[config.mk]
export PLATFORM = sky130hd
export DESIGN_NAME = ex_pipe_ctrl
export DESIGN_NICKNAME = d
export VERILOG_FILES = /design/src/rtl/ex_pipe_pkg.sv /design/src/rtl/ex_hazard_detect.sv /design/src/rtl/ex_pipe_ctrl.sv
export SDC_FILE = /design/constraint.sdc
export NUM_CORES = 1
export LEC_CHECK = 0
export ABC_AREA = 1
export CELL_PAD_IN_SITES_DETAIL_PLACEMENT = 0
export CELL_PAD_IN_SITES_GLOBAL_PLACEMENT = 1
export CORE_ASPECT_RATIO = 0.75
export CORE_UTILIZATION = 22
export DETAILED_ROUTE_END_ITERATION = 10
export HOLD_SLACK_MARGIN = 0.03
export PLACE_DENSITY_LB_ADDON = 0.05
export SYNTH_ARGS = -nofsm -noshare
export SYNTH_HDL_FRONTEND = slang
export SYNTH_HIERARCHICAL = 1
export SYNTH_SLANG_ARGS = --single-unit
[constraint.sdc]
create_clock -name clk -period 1.8 [get_ports clk]
set_input_delay 0.45 -clock clk [delete_from_list [all_inputs] [get_ports clk]]
set_output_delay 0.45 -clock clk [all_outputs]
set_load 0.1 [all_outputs]
[src/rtl/ex_pipe_pkg.sv]
// ---------------------------------------------------------------------------
// ex_pipe_pkg
// Shared types and constants for the execution-stage pipeline controller.
//   state_e      : controller states (RUN / LU_STALL / MULTI / FLUSH)
//   BR_ALWAYS    : branch-mask value meaning "unconditional"
//   FLAG_*       : bit positions of the {N,Z,C,V} ALU condition flags
// ---------------------------------------------------------------------------
package ex_pipe_pkg;

   typedef enum logic [1:0] {
      ST_RUN      = 2'd0,
      ST_LU_STALL = 2'd1,
      ST_MULTI    = 2'd2,
      ST_FLUSH    = 2'd3
   } state_e;

   localparam logic [3:0] BR_ALWAYS = 4'b1111;

   localparam int FLAG_N = 3;
   localparam int FLAG_Z = 2;
   localparam int FLAG_C = 1;
   localparam int FLAG_V = 0;

endpackage

[src/rtl/ex_hazard_detect.sv]
// ---------------------------------------------------------------------------
// ex_hazard_detect
// Combinational event decode for the pipeline controller.
// Ports:
//   ex_valid, ex_is_load, ex_rd   : instruction currently in EX
//   id_valid, id_rs1, id_rs2      : instruction currently in ID
//   ex_br, alu_cond               : branch mask and {N,Z,C,V} flags of EX
//   taken                         : EX branch resolves taken
//   lu_haz                        : ID reads the register an EX load writes
// ---------------------------------------------------------------------------
module ex_hazard_detect #(
   parameter int         REG_W     = 6,
   parameter logic [3:0] BR_ALWAYS = ex_pipe_pkg::BR_ALWAYS
) (
   input  logic             ex_valid,
   input  logic             ex_is_load,
   input  logic [REG_W-1:0] ex_rd,
   input  logic             id_valid,
   input  logic [REG_W-1:0] id_rs1,
   input  logic [REG_W-1:0] id_rs2,
   input  logic [3:0]       ex_br,
   input  logic [3:0]       alu_cond,
   output logic             taken,
   output logic             lu_haz
);

   // A non-zero mask is a branch; it is taken when unconditional or when any
   // selected flag is set.
   always_comb begin
      taken = ex_valid & (ex_br != 4'b0000) &
              ((ex_br == BR_ALWAYS) | (|(ex_br & alu_cond)));
   end

   // Register 0 is hard-wired, so a load targeting it never creates a hazard.
   always_comb begin
      lu_haz = ex_valid & ex_is_load & id_valid & (ex_rd != '0) &
               ((ex_rd == id_rs1) | (ex_rd == id_rs2));
   end

endmodule

[src/rtl/ex_pipe_ctrl.sv]
// ---------------------------------------------------------------------------
// ex_pipe_ctrl
// Sequencing controller for the IF/ID, ID/EX and EX/MEM latches. Turns
// load-use hazards, taken branches and multi-cycle ALU ops into latch
// enables and flush strobes.
// Ports:
//   clk, rst_n                    : clock, async active-low reset
//   id_rs1, id_rs2, id_valid      : ID-stage operands
//   ex_rd, ex_is_load, ex_valid,
//   ex_multi, ex_br, alu_cond     : EX-stage instruction attributes
//   if_id_en, id_ex_en, ex_mem_en : latch load enables
//   if_id_flush, id_ex_flush      : latch clears (bubble insert)
//   br_taken                      : PC selects branch target (1-cycle pulse)
//   busy                          : controller is not in RUN
// Optional build macro EX_PIPE_CTRL_PERF_EN adds saturating counters:
//   stall_cnt                     : cycles with any enable low
//   flush_cnt                     : taken branches
// ---------------------------------------------------------------------------
module ex_pipe_ctrl #(
   parameter int         REG_W     = 6,
   parameter int         MULTI_CYC = 4,
   parameter logic [3:0] BR_ALWAYS = ex_pipe_pkg::BR_ALWAYS
) (
   input  logic             clk,
   input  logic             rst_n,
   input  logic [REG_W-1:0] id_rs1,
   input  logic [REG_W-1:0] id_rs2,
   input  logic             id_valid,
   input  logic [REG_W-1:0] ex_rd,
   input  logic             ex_is_load,
   input  logic             ex_valid,
   input  logic             ex_multi,
   input  logic [3:0]       ex_br,
   input  logic [3:0]       alu_cond,
   output logic             if_id_en,
   output logic             id_ex_en,
   output logic             ex_mem_en,
   output logic             if_id_flush,
   output logic             id_ex_flush,
   output logic             br_taken,
   output logic             busy
`ifdef EX_PIPE_CTRL_PERF_EN
   ,
   output logic [15:0]      stall_cnt,
   output logic [15:0]      flush_cnt
`endif
);

   import ex_pipe_pkg::*;

   // The RUN cycle that accepts the op is the first of the MULTI_CYC cycles,
   // and the counter==0 cycle in MULTI is the last, hence the -2.
   localparam logic [3:0] CNT_LOAD = 4'(MULTI_CYC - 2);

   state_e     state_q, state_d;
   logic [3:0] cnt_q, cnt_d;
   logic       taken;
   logic       luHaz;
   logic       multiGo;

   ex_hazard_detect #(
      .REG_W     (REG_W),
      .BR_ALWAYS (BR_ALWAYS)
   ) u_hazard (
      .ex_valid   (ex_valid),
      .ex_is_load (ex_is_load),
      .ex_rd      (ex_rd),
      .id_valid   (id_valid),
      .id_rs1     (id_rs1),
      .id_rs2     (id_rs2),
      .ex_br      (ex_br),
      .alu_cond   (alu_cond),
      .taken      (taken),
      .lu_haz     (luHaz)
   );

   assign multiGo = ex_multi & ex_valid;

   // State and multi-cycle counter registers.
   always_ff @(posedge clk or negedge rst_n) begin
      if (!rst_n) begin
         state_q <= ST_RUN;
         cnt_q   <= 4'd0;
      end else begin
         state_q <= state_d;
         cnt_q   <= cnt_d;
      end
   end

   // Next-state and strobe decode. Outputs are also held at their idle values
   // while rst_n is low so that live inputs cannot leak through during reset.
   always_comb begin
      state_d     = state_q;
      cnt_d       = cnt_q;
      if_id_en    = 1'b1;
      id_ex_en    = 1'b1;
      ex_mem_en   = 1'b1;
      if_id_flush = 1'b0;
      id_ex_flush = 1'b0;
      br_taken    = 1'b0;
      if (rst_n) begin
         case (state_q)
            ST_RUN: begin
               if (taken) begin
                  br_taken    = 1'b1;
                  if_id_flush = 1'b1;
                  id_ex_flush = 1'b1;
                  state_d     = ST_FLUSH;
               end else if (multiGo) begin
                  if_id_en  = 1'b0;
                  id_ex_en  = 1'b0;
                  ex_mem_en = 1'b0;
                  cnt_d     = CNT_LOAD;
                  state_d   = ST_MULTI;
               end else if (luHaz) begin
                  if_id_en    = 1'b0;
                  id_ex_en    = 1'b0;
                  id_ex_flush = 1'b1;
                  state_d     = ST_LU_STALL;
               end
            end
            ST_LU_STALL: state_d = ST_RUN;
            ST_FLUSH:    state_d = ST_RUN;
            ST_MULTI: begin
               if (cnt_q == 4'd0) begin
                  state_d = ST_RUN;
               end else begin
                  if_id_en  = 1'b0;
                  id_ex_en  = 1'b0;
                  ex_mem_en = 1'b0;
                  cnt_d     = cnt_q - 4'd1;
               end
            end
            default: state_d = ST_RUN;
         endcase
      end
   end

   assign busy = (state_q != ST_RUN);

`ifdef EX_PIPE_CTRL_PERF_EN
   logic [15:0] stallCnt_q;
   logic [15:0] flushCnt_q;

   // Saturating performance counters: stalled cycles and taken branches.
   always_ff @(posedge clk or negedge rst_n) begin
      if (!rst_n) begin
         stallCnt_q <= 16'd0;
         flushCnt_q <= 16'd0;
      end else begin
         if (!(if_id_en & id_ex_en & ex_mem_en) && (stallCnt_q != 16'hFFFF))
            stallCnt_q <= stallCnt_q + 16'd1;
         if (br_taken && (flushCnt_q != 16'hFFFF))
            flushCnt_q <= flushCnt_q + 16'd1;
      end
   end

   assign stall_cnt = stallCnt_q;
   assign flush_cnt = flushCnt_q;
`endif

endmodule

==> results of run 1 <==
==> power by group through the flow <==
stage | clock [W] | sequential (W) | combinational (W)
floorplan | 0 | 0.000257 | 0.000902
global placement | 0 | 0.000272 | 0.00138
detailed placement | 0 | 0.000274 | 0.00139
CTS | 0.000214 | 0.000272 | 0.00142
global route | 0.000214 | 0.000285 | 0.00156
finish | 0.000211 | 0.000272 | 0.00145
==> placed cells by master, fill, tap and decap left out, drive strengths merged <==
cell type      Yosys  layout
nand2             60      60
buf                2      50
ha                 2       2
clkinvlp           0       1
inv               26      25
xor2               1       1
nor2              18      18
nand4              3       3
o21ai              1       1
dfrtp              6       6
a21oi              5       5
o21bai             1       1
nand3             10      10
clkdlybuf4s15      0       1
a21boi             1       1
dlygate4sd2        0       3
a22o               2       2
clkdlybuf4s50      0       1
nor3               1       1
clkbuf             0       3
==> state kept, by name, indices dropped and copies added, names as in the netlist <==
register	cells
state_q	2
cnt_q	4
==> layout make-up <==
class                           instances  area, um^2  share of cell area
Timing Repair Buffer                   55         503               0.354
Clock buffer                            3        41.3              0.0291
Tap cell                               38        47.5              0.0335
Multi-Input combinational cell        105         574               0.404
Sequential cell                         6         150               0.106
Inverter                               26         104              0.0731
==> worst max-delay path: stages <==
cell and delay [ps]:
buf_6 110, nor2_1 120, nand3_1 100, o21bai_1 170
a21oi_2 60, nor2_1 120, nand3_2 90, nand4_1 190
clkinvlp_4 140, buf_12 170
==> timing repair <==
| item | 4_1_cts | 5_1_grt |
|---|---|---|
| endpoints found under the setup margin | 12 | 6 |
| resized for setup | 110 | 36 |
| setup buffers | 3 | 1 |
| pin swaps | 27 | 21 |
==> routing by layer <==
| layer | up-vias | share of wire | track usage |
|---|---|---|---|
| li1 | 537 | - | - |
| met1 | 427 | 0.50 | 0.166 |
| met2 | 29 | 0.43 | 0.204 |
| met3 | 3 | 0.058 | 0.0404 |
| met4 | 0 | 0.0084 | 0.0408 |
| met5 | - | 0 | 0 |
==> stage by stage <==
stage / hold slack [ps] / instance area [um^2] / utilization
2_1_floorplan: 154 / 796 / -
3_3_place_gp: 487 / 1350 / 0.438
3_5_place_dp: 509 / 1350 / 0.438
4_1_cts: 351 / 1340 / 0.435
5_1_grt: 360 / 1420 / 0.460
6_report: 356 / 1420 / 0.460
==> worst max path at each step <==
stage	to	slack, ps	depth (start not counted)
final	id_ex_flush	-380	10
after floorplan	if_id_en	-400	10
after CTS	id_ex_flush	-410	11
after global routing	id_ex_flush	-480	12
after detailed placement	id_ex_flush	-880	12
after global placement	id_ex_flush	-850	12
==> kinds of logic (layout without fill, tap and decap cells) <==
logic type,after synthesis,count (layout),share of synthesized area
flops,6,6,0.202
fa+ha+maj,2,2,0.0336
buf+inv,28,84,0.151
compound gates,10,10,0.0891
xor+xnor,1,1,0.0118
simple gates,92,92,0.513
==> impl_metrics.tcl, run 1 <==
set metrics [dict create \
    p_per_area_nw_per_um2 1360 \
    die_w_um 69.2 \
    finalClockSkew_ps 5.41 \
    hold_class "in2async" \
    clockRootBuffer "clkbuf_8" \
    min_period_ps 2180 \
    synthesis.nets 173 \
    grt_pass1_vias 879 \
    tns_ps -1460 \
    start_util 0.241 \
    num_rows 17 \
    period_share 1.21 \
    hold_buffers 0 \
    netlist_top_cells_count "nand2_1, inv_1, nor2_1, nand3_1, dfrtp_1" \
    grt_max_degree 8 \
    p_sw_frac 0.525 \
    total_power_w 0.00194 \
    worstSetupPathType "in2out" \
    netlist_area_um2 744 \
    r2r_end "cnt_q[0]$_DFFE_PN0P_" \
    arrival_ps 1730 \
    yosysSeqAreaShare 0.202 \
    vias 996 \
    ir_drop_v 0.000716 \
    finalWeightedCongestion 0.703 \
    dp_cells 226 \
    synth-edff-count 0 \
    finalSetupViolCount 6 \
    pin_count 39 \
    tightest_slew_ps 215 \
    wirelength_um 2260 \
    hpwl_um 1910 \
    drc 0 \
    hold_viol 0 \
    rsz0062_at_grt "true" \
    setup_ws_ps -376 \
    reg2regPathDepth 9 \
    antenna_found_initial 0 \
    syn_inst 139 \
    cts_buffers 3 \
    pwr-share-clk 0.109 \
    ant_nets 0 \
    diodes 0 \
    yosysTopAreaCell "nand2_1" \
    synth_ff_type "dfrtp_1" \
    r2r_slack_ps 410 \
    preCtsSetupSlack_ps -883 \
    routedWlPerCell_um 9.69 \
    cts_tree "done" \
    grt_usage 0.128 \
    clk_latency_ps 230 \
    worstReg2RegStart "cnt_q[0]$_DFFE_PN0P_" \
    start_kind "input pin" \
    synth_top_area_frac 0.297 \
    n_fill_cell 324 \
    drt-initial-drc-count 27 \
    synth_area_leaders "nand2_1, dfrtp_1, inv_1" \
    clock-sinks 6 \
    layout.nets 231 \
    p_seq_frac 0.141 \
    p_int_w 0.000919 \
    max_cap_violations 0 \
    vias_per_cell 4.27 \
    clk_pin_slew_worst_paths_ps 40 \
    endpoint_kind "output pin" \
    violations "setup timing" \
    status "finished, violations left" \
    fmax_ghz 0.460 \
    synthDistinctLibCells 20 \
    max_slew_margin 0.856 \
    crit_fanout 4 \
    dieHeight_um 52.4 \
    cts-htree-levels 1 \
    power_switching_w 0.00102 \
    yosysWarnings 6 \
    grt_pass1_wl_um 3640 \
    port_buffers 38 \
    report.final.slew_viol_count 0 \
    fin_cells 233 \
    ys_seq_elements 6 \
    die_area_um2 3620 \
    drt_pre_antenna_iters 4 \
    critPathLaunch "ex_rd[0]" \
    p_leak_nw 0.776 \
    area_delta_synth_final_pct 90.8 \
    syn_avg_cell_area_um2 5.36 \
    grt_remaining_overflow 0 \
    combPwrFrac 0.750 \
    async_flop_share 1.00 \
    clockBufferDepth 2 \
    coreArea_um2 3080 \
    crit_required_ps 1350 \
    synth_most_common_cell "nand2_1" \
    drive_gt1_frac 0.451 \
]
No activity file was read; power rests on OpenSTA's default activity.
==> inputs of run 2 (changes only) <==
Settings changed: GPL_TIMING_DRIVEN set to 0.
==> run 2 against run 1 <==
The run still ends with setup timing left. Fmax fell by 2.0%. Design area rose by 8.7%. Final cell count fell by 0.86%. First-iteration DRC count rose by 19%. Critical path depth rose by 2. Critical endpoint is now if_id_en.
==> impl_metrics.tcl, run 2 (same netlist as run 1, synthesis figures left out) <==
set metrics [dict create \
    p_sw_frac 0.517 \
    min_period_ps 2220 \
    p_leak_nw 0.804 \
    endpoint_kind "output pin" \
    drt-initial-drc-count 32 \
    crit_required_ps 1350 \
    grt_remaining_overflow 0 \
    top_register "cnt_q" \
    die_w_um 69.2 \
    start_kind "input pin" \
    ant_nets 0 \
    clk_pin_slew_worst_paths_ps 40 \
    ir_drop_v 0.000516 \
    cts_tree "done" \
    critPathCapture "if_id_en" \
    drive_gt1_frac 0.508 \
    reg2regPathDepth 11 \
    preCtsSetupSlack_ps -1820 \
    hold_class "in2async" \
    clockRootBuffer "clkbuf_8" \
    critPathLaunch "alu_cond[0]" \
    clock-sinks 6 \
    power_switching_w 0.00108 \
    clockBufferDepth 2 \
    final_common_cell "nand2_1" \
    diodes 0 \
    port_buffers 38 \
    report.final.slew_viol_count 0 \
    arrival_ps 1770 \
    hold_ws_ps 106 \
    coreArea_um2 3080 \
    layout.nets 229 \
    vias 984 \
    hold_buffers 0 \
    crit_fanout 3 \
    num_rows 17 \
    drt_pre_antenna_iters 4 \
    antenna_found_initial 0 \
    dpl_cell_area_um2 1220 \
    grt_max_degree 13 \
    period_share 1.23 \
    dieHeight_um 52.4 \
    grt_usage 0.131 \
    vias_per_cell 4.26 \
    layout_common_cells "nand2_1, buf_6, inv_1" \
    finalWeightedCongestion 0.741 \
    tightest_slew_ps 301 \
    p_per_area_nw_per_um2 1350 \
    r2r_end "cnt_q[1]$_DFFE_PN0P_" \
    routedWlPerCell_um 10.1 \
    die_area_um2 3620 \
    max_slew_margin 0.799 \
    n_fill_cell 314 \
    violations "setup timing" \
    hpwl_um 1710 \
    grt_pass1_vias 872 \
    largest_reg_flops 4 \
    cts-htree-levels 1 \
    start_util 0.241 \
    grt_pass1_wl_um 3790 \
    drc 0 \
    postLayoutCellArea_um2 1540 \
    p_int_w 0.00101 \
    pwr-share-clk 0.099 \
    hold_viol 0 \
    fin_util 0.501 \
    worstSetupPathType "in2out" \
    fmax_ghz 0.450 \
    p_seq_frac 0.136 \
    seqCellArea_um2 151 \
    rsz0062_at_grt "true" \
    worstReg2RegStart "state_q[1]$_DFFE_PN0P_" \
    multi_input_area_um2 616 \
    reg.largest.list "cnt_q: 4 flops, state_q: 2 flops" \
    setup_ws_ps -421 \
    wirelength_um 2330 \
    combPwrFrac 0.764 \
    max_cap_violations 0 \
    finalSetupViolCount 10 \
    total_power_w 0.00208 \
    finalClockSkew_ps 8.06 \
    area_delta_synth_final_pct 107 \
    pin_count 39 \
    clk_latency_ps 230 \
    status "finished, violations left" \
    cts_buffers 3 \
    r2r_slack_ps 170 \
]
## run 2: final cells by class
class                           count  share of cell area
Inverter                           26              0.0705
Sequential cell                     6              0.0981
Tap cell                           38              0.0308
Timing Repair Buffer               51               0.349
Buffer                              2              0.0259
Clock buffer                        3              0.0267
Multi-Input combinational cell    105               0.399
## run 2: power groups by stage
| stage | Sequential, W | Combinational, W | Clock, W |
|---|---|---|---|
| after global placement | 0.000277 | 0.00116 | 0 |
| final | 0.000284 | 0.00159 | 0.000207 |
| after floorplan | 0.000257 | 0.000902 | 0 |
| after global routing | 0.000297 | 0.00170 | 0.000220 |
| after detailed placement | 0.000275 | 0.00117 | 0 |
| after CTS | 0.000281 | 0.00147 | 0.000213 |
## run 2: worst min-delay path by stage
stage                                     from              endpoint  slack [ps]  cells past startpoint
after CTS                                rst_n  cnt_q[2]$_DFFE_PN0P_         210                      1
final                                    rst_n  cnt_q[0]$_DFFE_PN0P_         110                      1
after detailed placement  cnt_q[0]$_DFFE_PN0P_  cnt_q[0]$_DFFE_PN0P_         500                      2
after global routing                     rst_n  cnt_q[2]$_DFFE_PN0P_         120                      1
after global placement    cnt_q[1]$_DFFE_PN0P_  cnt_q[1]$_DFFE_PN0P_         490                      2
after floorplan                          rst_n  cnt_q[0]$_DFFE_PN0P_         150                      0
## run 2: stage by stage
step	setup TNS, ps	instances
6_report	-1660	231
5_1_grt	-2310	231
4_1_cts	-1750	231
3_5_place_dp	-11700	215
3_3_place_gp	-11500	215
2_1_floorplan	-1450	139
## run 2: timing repair
item	in CTS	in global routing
setup buffers	40	3
endpoints found under the setup margin	12	12
pin swaps	35	23
gates resized for setup	194	49
cloned	0	0
## run 2: metal layers
layer  GRT usage  part of all wire
met3      0.0404             0.071
met4      0.0102                 0
met2       0.206              0.45
met1       0.182              0.48
met5           0                 0
## run 2: critical path, stage by stage
cell and delay [ps]:
buf_6 90, a22o_1 220, nor2_2 130, a21boi_2 80, inv_1 80, nand3_2 90, nand2_2 100, inv_2 50
nand2_2 70, nand3_4 100, buf_12 150, buf_12 150
